==> src/rtl/fc_pkg.sv <==
`default_nettype none
// ============================================================================
// fc_pkg : shared constants for the FC-layer argmax block
// Rev 1.0 : initial release
// ============================================================================
package fc_pkg;

    localparam int WORD_SIZE = 16;
    localparam int NUM_CLASS = 4;
    localparam int IDX_W     = $clog2(NUM_CLASS);

    // Saturation bounds of a (WORD_SIZE+1)-bit signed word
    localparam int SAT_MAX   = (1 << WORD_SIZE) - 1;
    localparam int SAT_MIN   = -(1 << WORD_SIZE);

    localparam logic [1:0] ST_IDLE = 2'd0;
    localparam logic [1:0] ST_SCAN = 2'd1;
    localparam logic [1:0] ST_DONE = 2'd2;

endpackage
`default_nettype wire

==> src/rtl/sat_add.sv <==
`default_nettype none
// ============================================================================
// sat_add : combinational signed adder clamped to the WIDTH-bit signed range
// Rev 1.0 : initial release
// ============================================================================
module sat_add
    import fc_pkg::*;
#(
    parameter int WIDTH = WORD_SIZE + 1
) (
    input  logic signed [WIDTH-1:0] i_a,
    input  logic signed [WIDTH-1:0] i_b,
    output logic signed [WIDTH-1:0] o_sum
);

    logic signed [WIDTH:0] w_full;

    assign w_full = {i_a[WIDTH-1], i_a} + {i_b[WIDTH-1], i_b};

    // Overflow whenever the two top bits of the widened sum disagree
    always_comb begin
        o_sum = w_full[WIDTH-1:0];
        if (w_full[WIDTH] != w_full[WIDTH-1]) begin
            o_sum = w_full[WIDTH] ? {1'b1, {(WIDTH-1){1'b0}}}
                                  : {1'b0, {(WIDTH-1){1'b1}}};
        end
    end

endmodule
`default_nettype wire

==> src/rtl/fc_argmax.sv <==
`default_nettype none
// ============================================================================
// fc_argmax : biases four FC-layer scores and serially picks the largest
// Rev 1.0 : initial release
// ============================================================================
module fc_argmax
    import fc_pkg::*;
#(
    parameter int word_size = WORD_SIZE
) (
    input  logic                        clk,
    input  logic                        rst_n,
    input  logic                        i_valid,
    input  logic signed [word_size:0]   i_result_0,
    input  logic signed [word_size:0]   i_result_1,
    input  logic signed [word_size:0]   i_result_2,
    input  logic signed [word_size:0]   i_result_3,
    input  logic signed [word_size:0]   i_bias_0,
    input  logic signed [word_size:0]   i_bias_1,
    input  logic signed [word_size:0]   i_bias_2,
    input  logic signed [word_size:0]   i_bias_3,
    input  logic                        i_ready,
    output logic [1:0]                  o_class,
    output logic signed [word_size:0]   o_score,
    output logic                        o_valid,
    output logic                        o_busy,
    output logic                        o_drop
);

    localparam int              DW       = word_size + 1;
    localparam logic [IDX_W-1:0] CNT_LAST = IDX_W'(NUM_CLASS - 1);

    logic [1:0]              r_state;
    logic [1:0]              w_state_nxt;
    logic signed [DW-1:0]    w_res  [NUM_CLASS];
    logic signed [DW-1:0]    w_bias [NUM_CLASS];
    logic signed [DW-1:0]    w_sum  [NUM_CLASS];
    logic signed [DW-1:0]    r_sum  [NUM_CLASS];
    logic signed [DW-1:0]    r_best;
    logic [IDX_W-1:0]        r_idx;
    logic [IDX_W-1:0]        r_cnt;
    logic                    r_drop;

    assign w_res[0]  = i_result_0;
    assign w_res[1]  = i_result_1;
    assign w_res[2]  = i_result_2;
    assign w_res[3]  = i_result_3;
    assign w_bias[0] = i_bias_0;
    assign w_bias[1] = i_bias_1;
    assign w_bias[2] = i_bias_2;
    assign w_bias[3] = i_bias_3;

    for (genvar k = 0; k < NUM_CLASS; k++) begin : g_sat
        sat_add #(.WIDTH(DW)) u_sat_add (
            .i_a   (w_res[k]),
            .i_b   (w_bias[k]),
            .o_sum (w_sum[k])
        );
    end

    always_ff @(posedge clk or negedge rst_n) begin
        if (!rst_n) begin
            r_state <= ST_IDLE;
        end else begin
            r_state <= w_state_nxt;
        end
    end

    always_comb begin
        w_state_nxt = r_state;
        case (r_state)
            ST_IDLE: if (i_valid)             w_state_nxt = ST_SCAN;
            ST_SCAN: if (r_cnt == CNT_LAST)   w_state_nxt = ST_DONE;
            ST_DONE: if (i_ready)             w_state_nxt = ST_IDLE;
            default:                          w_state_nxt = ST_IDLE;
        endcase
    end

    always_comb begin
        o_busy  = (r_state != ST_IDLE);
        o_valid = (r_state == ST_DONE);
    end

    // Class 0 seeds the running best; strict compare keeps the lowest index on ties
    always_ff @(posedge clk or negedge rst_n) begin
        if (!rst_n) begin
            for (int k = 0; k < NUM_CLASS; k++) begin
                r_sum[k] <= '0;
            end
            r_best <= '0;
            r_idx  <= '0;
            r_cnt  <= '0;
            r_drop <= 1'b0;
        end else begin
            r_drop <= i_valid && (r_state != ST_IDLE);
            case (r_state)
                ST_IDLE: begin
                    if (i_valid) begin
                        for (int k = 0; k < NUM_CLASS; k++) begin
                            r_sum[k] <= w_sum[k];
                        end
                        r_best <= w_sum[0];
                        r_idx  <= '0;
                        r_cnt  <= IDX_W'(1);
                    end
                end
                ST_SCAN: begin
                    if (r_sum[r_cnt] > r_best) begin
                        r_best <= r_sum[r_cnt];
                        r_idx  <= r_cnt;
                    end
                    r_cnt <= r_cnt + IDX_W'(1);
                end
                default: ;
            endcase
        end
    end

    assign o_class = r_idx;
    assign o_score = r_best;
    assign o_drop  = r_drop;

endmodule
`default_nettype wire

==> config.mk <==
export PLATFORM = sky130hd
export DESIGN_NAME = fc_argmax
export DESIGN_NICKNAME = d
export VERILOG_FILES = /design/src/rtl/fc_pkg.sv /design/src/rtl/sat_add.sv /design/src/rtl/fc_argmax.sv
export SDC_FILE = /design/constraint.sdc
export NUM_CORES = 1
export LEC_CHECK = 0
export BUFFER_PORTS_ARGS = -buffer_cell sky130_fd_sc_hd__buf_2
export CORE_MARGIN = 5
export CORE_UTILIZATION = 55
export DETAILED_ROUTE_END_ITERATION = 6
export PLACE_DENSITY_LB_ADDON = 0.08
export SLEW_MARGIN = 40
export SYNTH_ARGS = -nofsm -noshare
export SYNTH_HDL_FRONTEND = slang
export SYNTH_SLANG_ARGS = --single-unit
==> constraint.sdc <==
create_clock -name clk -period 7.6 [get_ports clk]
set_input_delay 1.52 -clock clk [delete_from_list [all_inputs] [get_ports clk]]
set_output_delay 1.52 -clock clk [all_outputs]
set_load 0.01 [all_outputs]
# == Word-level counts from Yosys, hierarchy flattened ==
# Index checks and enable logic that the tools add are counted.
# totals
register_bits,92
output_inout_bits,22
elab_cells,58
# op_classes
muxes,22
n_bitwise,1
n_eq_ne,11
reduce_logical,8
n_addsub,5
magnitude_cmp,2
# ops
cell,n
two-way mux 17 bit,12
adder 17 x 17 -> 18 bit,4
binary-select mux 17 bit (select 2 bit),1
case mux 17 bit (2 select lines),1
> comparator 17 bit,1
two-way mux 2 bit,5
"!= test 2 bit, second input constant",4
case mux 2 bit (2 select lines),2
case mux 2 bit (3 select lines),1
AND reduction 3 bit,2
"== test 2 bit, second input constant",2
!= test 1 bit,4
AND reduction 2 bit,2
nonzero test 2 bit,2
"greater-or-equal comparator 3 bit, second input constant",1
NOT 2 -> 3 bit,1
"adder 2 x 1 -> 2 bit, second input constant",1
"== test 2 x 1 -> 1 bit, second input constant",1
logical NOT 2 bit,1
logical AND 1 bit,1

# == Longest topological paths before layout ==
# depth
word_depth,7
mapped_depth,14
mapped_depth_nobuf,10

# == Modules after synthesis ==
# A second synthesis with hierarchy kept.
# hier_totals
cells_unflattened,873
area_unflattened_um2,8836.0
# by_module_without_submodules
module,instances,cells_each,seq_area_each_um2,area_each_um2
fc_argmax,1,317,2302.2,4458.0
sat_add (g_sat[0].u_sat_add ...),2,131,0.0,1052.3
sat_add (g_sat[3].u_sat_add),1,165,0.0,1255.0
sat_add (g_sat[2].u_sat_add),1,129,0.0,1018.5

# == Least setup slack after synthesis ==
# No wires, ideal clock.
# synth_timing
path_kind,in2reg
start,input i_result_2[0]
end,register r_sum[30] (netlist name)
arrival_ns,3.681
t_required_ns,7.468
setup_slack_ns,3.787
cell_stages,11
path_cell_list,ha_1 -> fa_1 -> a211oi_1 -> o21a_1 -> o211a_1 -> nor3_2 -> nor3_2 -> mux2_4 -> buf_6 -> a21oi_2 -> o21ai_1
# synth_between
elab_chain_cells,3
elab_cells_between_ends,4
classes_between,add/sub: 1; eq/ne: 1; mux: 2
# synth_rtl
item,line,source
"start, declared",fc_argmax.sv:16,"input logic signed [word_size:0] i_result_2,"
adder 17 x 17 -> 18 bit (*),sat_add.sv:18,"assign w_full = {i_a[WIDTH-1], i_a} + {i_b[WIDTH-1], i_b};"
two-way mux 17 bit or != test 1 bit (tied branches),"sat_add.sv:24, sat_add.sv:23",
two-way mux 17 bit (*),sat_add.sv:23,if (w_full[WIDTH] != w_full[WIDTH-1]) begin
"end signal, assigned by index",fc_argmax.sv:100,r_sum[k] <= w_sum[k];
"end, declared",fc_argmax.sv:38,logic signed [DW-1:0] r_sum [NUM_CLASS];
# Every way passes the cells marked *; elsewhere a longest branch is shown, timed or not.
# A chain may end at the register's enable or synchronous reset.

# == Worst setup path after layout ==
# layout_timing
start,input i_result_0[0]
end,"register r_best[11], in the netlist o_score[11]"
# layout_between
elab_chain_cells,5
elab_cells_between_ends,6
classes_between,add/sub: 1; eq/ne: 1; mux: 4
# layout_rtl
item,line,source
"start, declared",fc_argmax.sv:14,"input logic signed [word_size:0] i_result_0,"
adder 17 x 17 -> 18 bit (*),sat_add.sv:18,
two-way mux 17 bit or != test 1 bit (tied branches),"sat_add.sv:24, sat_add.sv:23",
two-way mux 17 bit (*),sat_add.sv:23,
two-way mux 17 bit (*),fc_argmax.sv:98,if (i_valid) begin
case mux 17 bit (2 select lines) (*),fc_argmax.sv:96,case (r_state)
"end signal, assigned",fc_argmax.sv:102,r_best <= w_sum[0];
"end signal, assigned",fc_argmax.sv:109,r_best <= r_sum[r_cnt];
"end, declared",fc_argmax.sv:39,logic signed [DW-1:0] r_best;
# Every way passes the cells marked *; elsewhere a longest branch is shown, timed or not. The select of a mux whose other input is x is not followed.

==> flow_metrics.env <==
export IMPL_coreArea_sq_um=14400
export IMPL_syn_area_sq_um=8020
export IMPL_drc_errors=0
export IMPL_finalHoldViolations=0
export IMPL_r2r_end="o_score[11]$_DFFE_PN0P_"
export IMPL_yosys_mux_area_fraction=0.0594
export IMPL_yosys_area_share_simple=0.158
export IMPL_wl_met3_um=967
export IMPL_ys_seq_area_frac=0.287
export IMPL_antenna_left=0
export IMPL_topRoutingLayerUsed="met4"
export IMPL_synth_nets=1154
export IMPL_synth_distinct_cells=71
export IMPL_period_share=0.591
export IMPL_io_pins=162
export IMPL_critical_path_slowest_cell="and2_1"
export IMPL_cts_root_buf="clkbuf_16"
export IMPL_cts_hold_buffers=0
export IMPL_path_cells="buf_2, ha_1, fa_1, a211oi_1, o211ai_1, nand3_1, o21a_1, mux2i_1, and2_1, nor2_1, a2111oi_0"
export IMPL_clock_latency_ps=350
export IMPL_critPathMaxStageDelay_ps=610
export IMPL_setup_tns_ps=0
export IMPL_cts_clk_slew_worst_paths_ps=70
export IMPL_cp_top_family="compound AO/OA/AOI/OAI gates"
export IMPL_grt_max_degree=70
export IMPL_grt_use_total=0.235
export IMPL_pwr_share_clk=0.132
export IMPL_fin_skew_ps=10.5
export IMPL_synthXorXnorAreaFrac=0.0546
export IMPL_rsz0062_at_grt="false"
export IMPL_htreeDepth=3
export IMPL_comb_power_share=0.566
export IMPL_synth_compound_area_frac=0.257
export IMPL_ctsLongestPathBuffers=2
export IMPL_multiInputGateArea_sq_um=5430
export IMPL_synth_ff_type="dfrtp_1"
export IMPL_cts_tree="built"
export IMPL_synth_top_family_by_area="compound AO/OA/AOI/OAI gates"
export IMPL_post_cts_buffers=0
export IMPL_cp_data_required_time_ps=7780
export IMPL_avgSynthCellArea_sq_um=8.68
export IMPL_p_switching_uw=1450
export IMPL_drt_iter0_drc=533
export IMPL_synthAdderAreaFrac=0.147
export IMPL_leakage_uw=0.00440
export IMPL_antenna_found_initial=0
export IMPL_switching_share=0.450
export IMPL_numCtsBuffers=9
export IMPL_status="completed"
export IMPL_max_slew_margin=0.483
export IMPL_start_util=0.556
export IMPL_hp_class="reg -> reg"
export IMPL_synth_cells=924
export IMPL_core_rowCount=44
export IMPL_reg2reg_depth=10
export IMPL_rrSetupSlack_ps=3740
export IMPL_place_congestion=0.896
export IMPL_die_area_sq_um=17100
export IMPL_synth_edff_count=0
export IMPL_max_vdd_ir_drop_v=0.000177
export IMPL_grt_pass1_vias=6864
export IMPL_max_freq_mhz=223
export IMPL_end_kind="register"
export IMPL_cp_max_fo=20
export IMPL_setup_viol=0
export IMPL_drv_cap=0
export IMPL_firstDrtPassIters=5
export IMPL_stdcell_area_sq_um=9220
export IMPL_worst_hold_startpoint="r_sum[50]$_DFFE_PN0P_"
export IMPL_overflow=0
export IMPL_min_path_cells=2
export IMPL_drt_met1_wl_um=9450
export IMPL_p_int_uw=1770
export IMPL_nNetsFinal=1295
export IMPL_worstMarginPinSlew_ps=775
export IMPL_ys_ff_latch=92
export IMPL_area_growth_pct=14.9
export IMPL_seqPwrFrac=0.302
export IMPL_path_buf_inv=1
export IMPL_hold_path_endpoint="r_sum[50]$_DFFE_PN0P_"
export IMPL_die_h_um=131
export IMPL_maxSlewViolCount=0
export IMPL_viasPerCell=5.78
export IMPL_period_needed_ps=4490
export IMPL_seq_area_sq_um=2300
export IMPL_worstSetupStartpointType="input pin"
export IMPL_port_buffer_count=161
export IMPL_wl_um=20000
export IMPL_yosys_warnings=0
export IMPL_mostFrequentLayoutCells="160 x buf_2, 110 x nand2_1, 90 x dfrtp_1, 87 x nor2_1, 86 x ha_1"
export IMPL_dpl_cell_area_sq_um=8940
export IMPL_async_flop_share=1.00
export IMPL_drive_gt1_frac=0.229
export IMPL_cts_sinks=92
export IMPL_hpwl_um=15900
export IMPL_cts_resized=0
export IMPL_diodes=0
export IMPL_fill_cells=1289
export IMPL_wl_per_cell_um=15.9
export IMPL_grt_pass1_wl_um=32800
export IMPL_wl_met2_um=9240
export IMPL_reg2reg_from="r_cnt[0]$_DFFE_PN0P_"
export IMPL_die_w_um=131
export IMPL_crit_arrival_ps=4680
export IMPL_path_class="in -> reg"
export IMPL_power_density_nw_per_um2=349
export IMPL_vias=7242
export IMPL_final_common_cell="buf_2"
synth_stat cells, types with 4 or more instances:
cell type | instances | area [sq um]
o31ai_1 | 4 | 30.0
o221ai_1 | 6 | 52.6
o22ai_1 | 4 | 25.0
o21a_1 | 6 | 45.0
o211ai_1 | 10 | 75.1
nand3_1 | 21 | 105
and3_1 | 5 | 31.3
xor2_1 | 22 | 193
nor2b_1 | 5 | 31.3
a211o_1 | 4 | 35.0
nand2b_1 | 9 | 56.3
inv_1 | 33 | 124
ha_1 | 86 | 1080
or2_2 | 5 | 31.3
clkbuf_1 | 20 | 75.1
a31oi_1 | 9 | 56.3
nor3_1 | 11 | 55.1
o21ai_1 | 38 | 190
nand2_1 | 110 | 413
and2_1 | 6 | 37.5
a21oi_1 | 62 | 310
o21bai_1 | 8 | 60.1
a21o_1 | 26 | 195
nand4_1 | 6 | 37.5
xnor2_1 | 28 | 245
or3_1 | 5 | 31.3
a21oi_2 | 17 | 149
fa_1 | 4 | 80.1
mux4_2 | 17 | 383
o211a_1 | 4 | 40.0
o21ai_0 | 54 | 270
nor2_1 | 88 | 330
dfrtp_1 | 92 | 2300
buf_2 | 11 | 55.1
a211oi_1 | 27 | 203
nor3b_1 | 5 | 37.5
sequential cells by signal (all words and copies together), names as in the netlist:
register  count
o_score      17
r_sum        68
r_cnt         2
o_drop        1
r_state       2
o_class       2
worst max path at each step:
stage | slack, ps | end | from | cells past startpoint
after floorplan | 3790 | r_sum[30]$_DFFE_PN0P_ | i_result_2[0] | 11
after global placement | 3080 | o_score[11]$_DFFE_PN0P_ | i_result_0[0] | 11
final | 3110 | o_score[11]$_DFFE_PN0P_ | i_result_0[0] | 11
after detailed placement | 2790 | o_score[11]$_DFFE_PN0P_ | i_result_0[0] | 11
after global routing | 2800 | o_score[11]$_DFFE_PN0P_ | i_result_0[0] | 11
after CTS | 3150 | o_score[11]$_DFFE_PN0P_ | i_result_0[0] | 11
routing by layer:
| metal | vias to the layer above | GRT usage |
|---|---|---|
| li1 | 3679 | - |
| met1 | 3327 | 0.337 |
| met2 | 211 | 0.386 |
| met3 | 25 | 0.0244 |
| met4 | 0 | 0.0581 |
| met5 | - | 0 |
final cells by class:
type | count | area share
Sequential cell | 92 | 0.250
Timing Repair Buffer | 166 | 0.0922
Tap cell | 184 | 0.0250
Inverter | 33 | 0.0134
Clock buffer | 10 | 0.0248
Multi-Input combinational cell | 763 | 0.589
Clock inverter | 6 | 0.00502
metrics by stage:
| stage | hold WS, ps | std cells | setup slack (ps) | utilization | power, uW |
|---|---|---|---|---|---|
| after floorplan | 440 | 924 | 3790 | - | 2280 |
| after global placement | 457 | 1238 | 3080 | 0.619 | 2740 |
| after detailed placement | 463 | 1238 | 2790 | 0.620 | 2780 |
| after CTS | 480 | 1254 | 3150 | 0.639 | 3210 |
| after global routing | 504 | 1254 | 2800 | 0.639 | 3490 |
| final | 480 | 1254 | 3110 | 0.639 | 3210 |
cell families (layout without fill, tap and decap cells):
logic type                 after synthesis  after routing
and+or+nand+nor                        285            285
DFF                                     92             92
adders and majority gates               92             92
xor gates and xnor gates                50             50
muxes                                   25             25
buffers and inverters                   69            215
AOI/OAI and AO/OA                      311            311
power groups by stage:
stage	sequential [uW]	clock [uW]	combinational [uW]
4_1_cts	970	426	1810
5_1_grt	998	448	2040
3_5_place_dp	978	0	1800
2_1_floorplan	877	0	1400
3_3_place_gp	973	0	1760
6_report	971	424	1820
worst reg2reg max path: cells and delay by family (launching register included):
kind                     cells  cell delay, ps
flip-flops                   1             740
adder cells (fa/ha/maj)      1             340
AND/OR/NAND/NOR              3             510
AO/OA/AOI/OAI                4            1120
buffers and inverters        1             360
multiplexers                 1             630
Note: power is estimated with default switching activity, not from simulation.
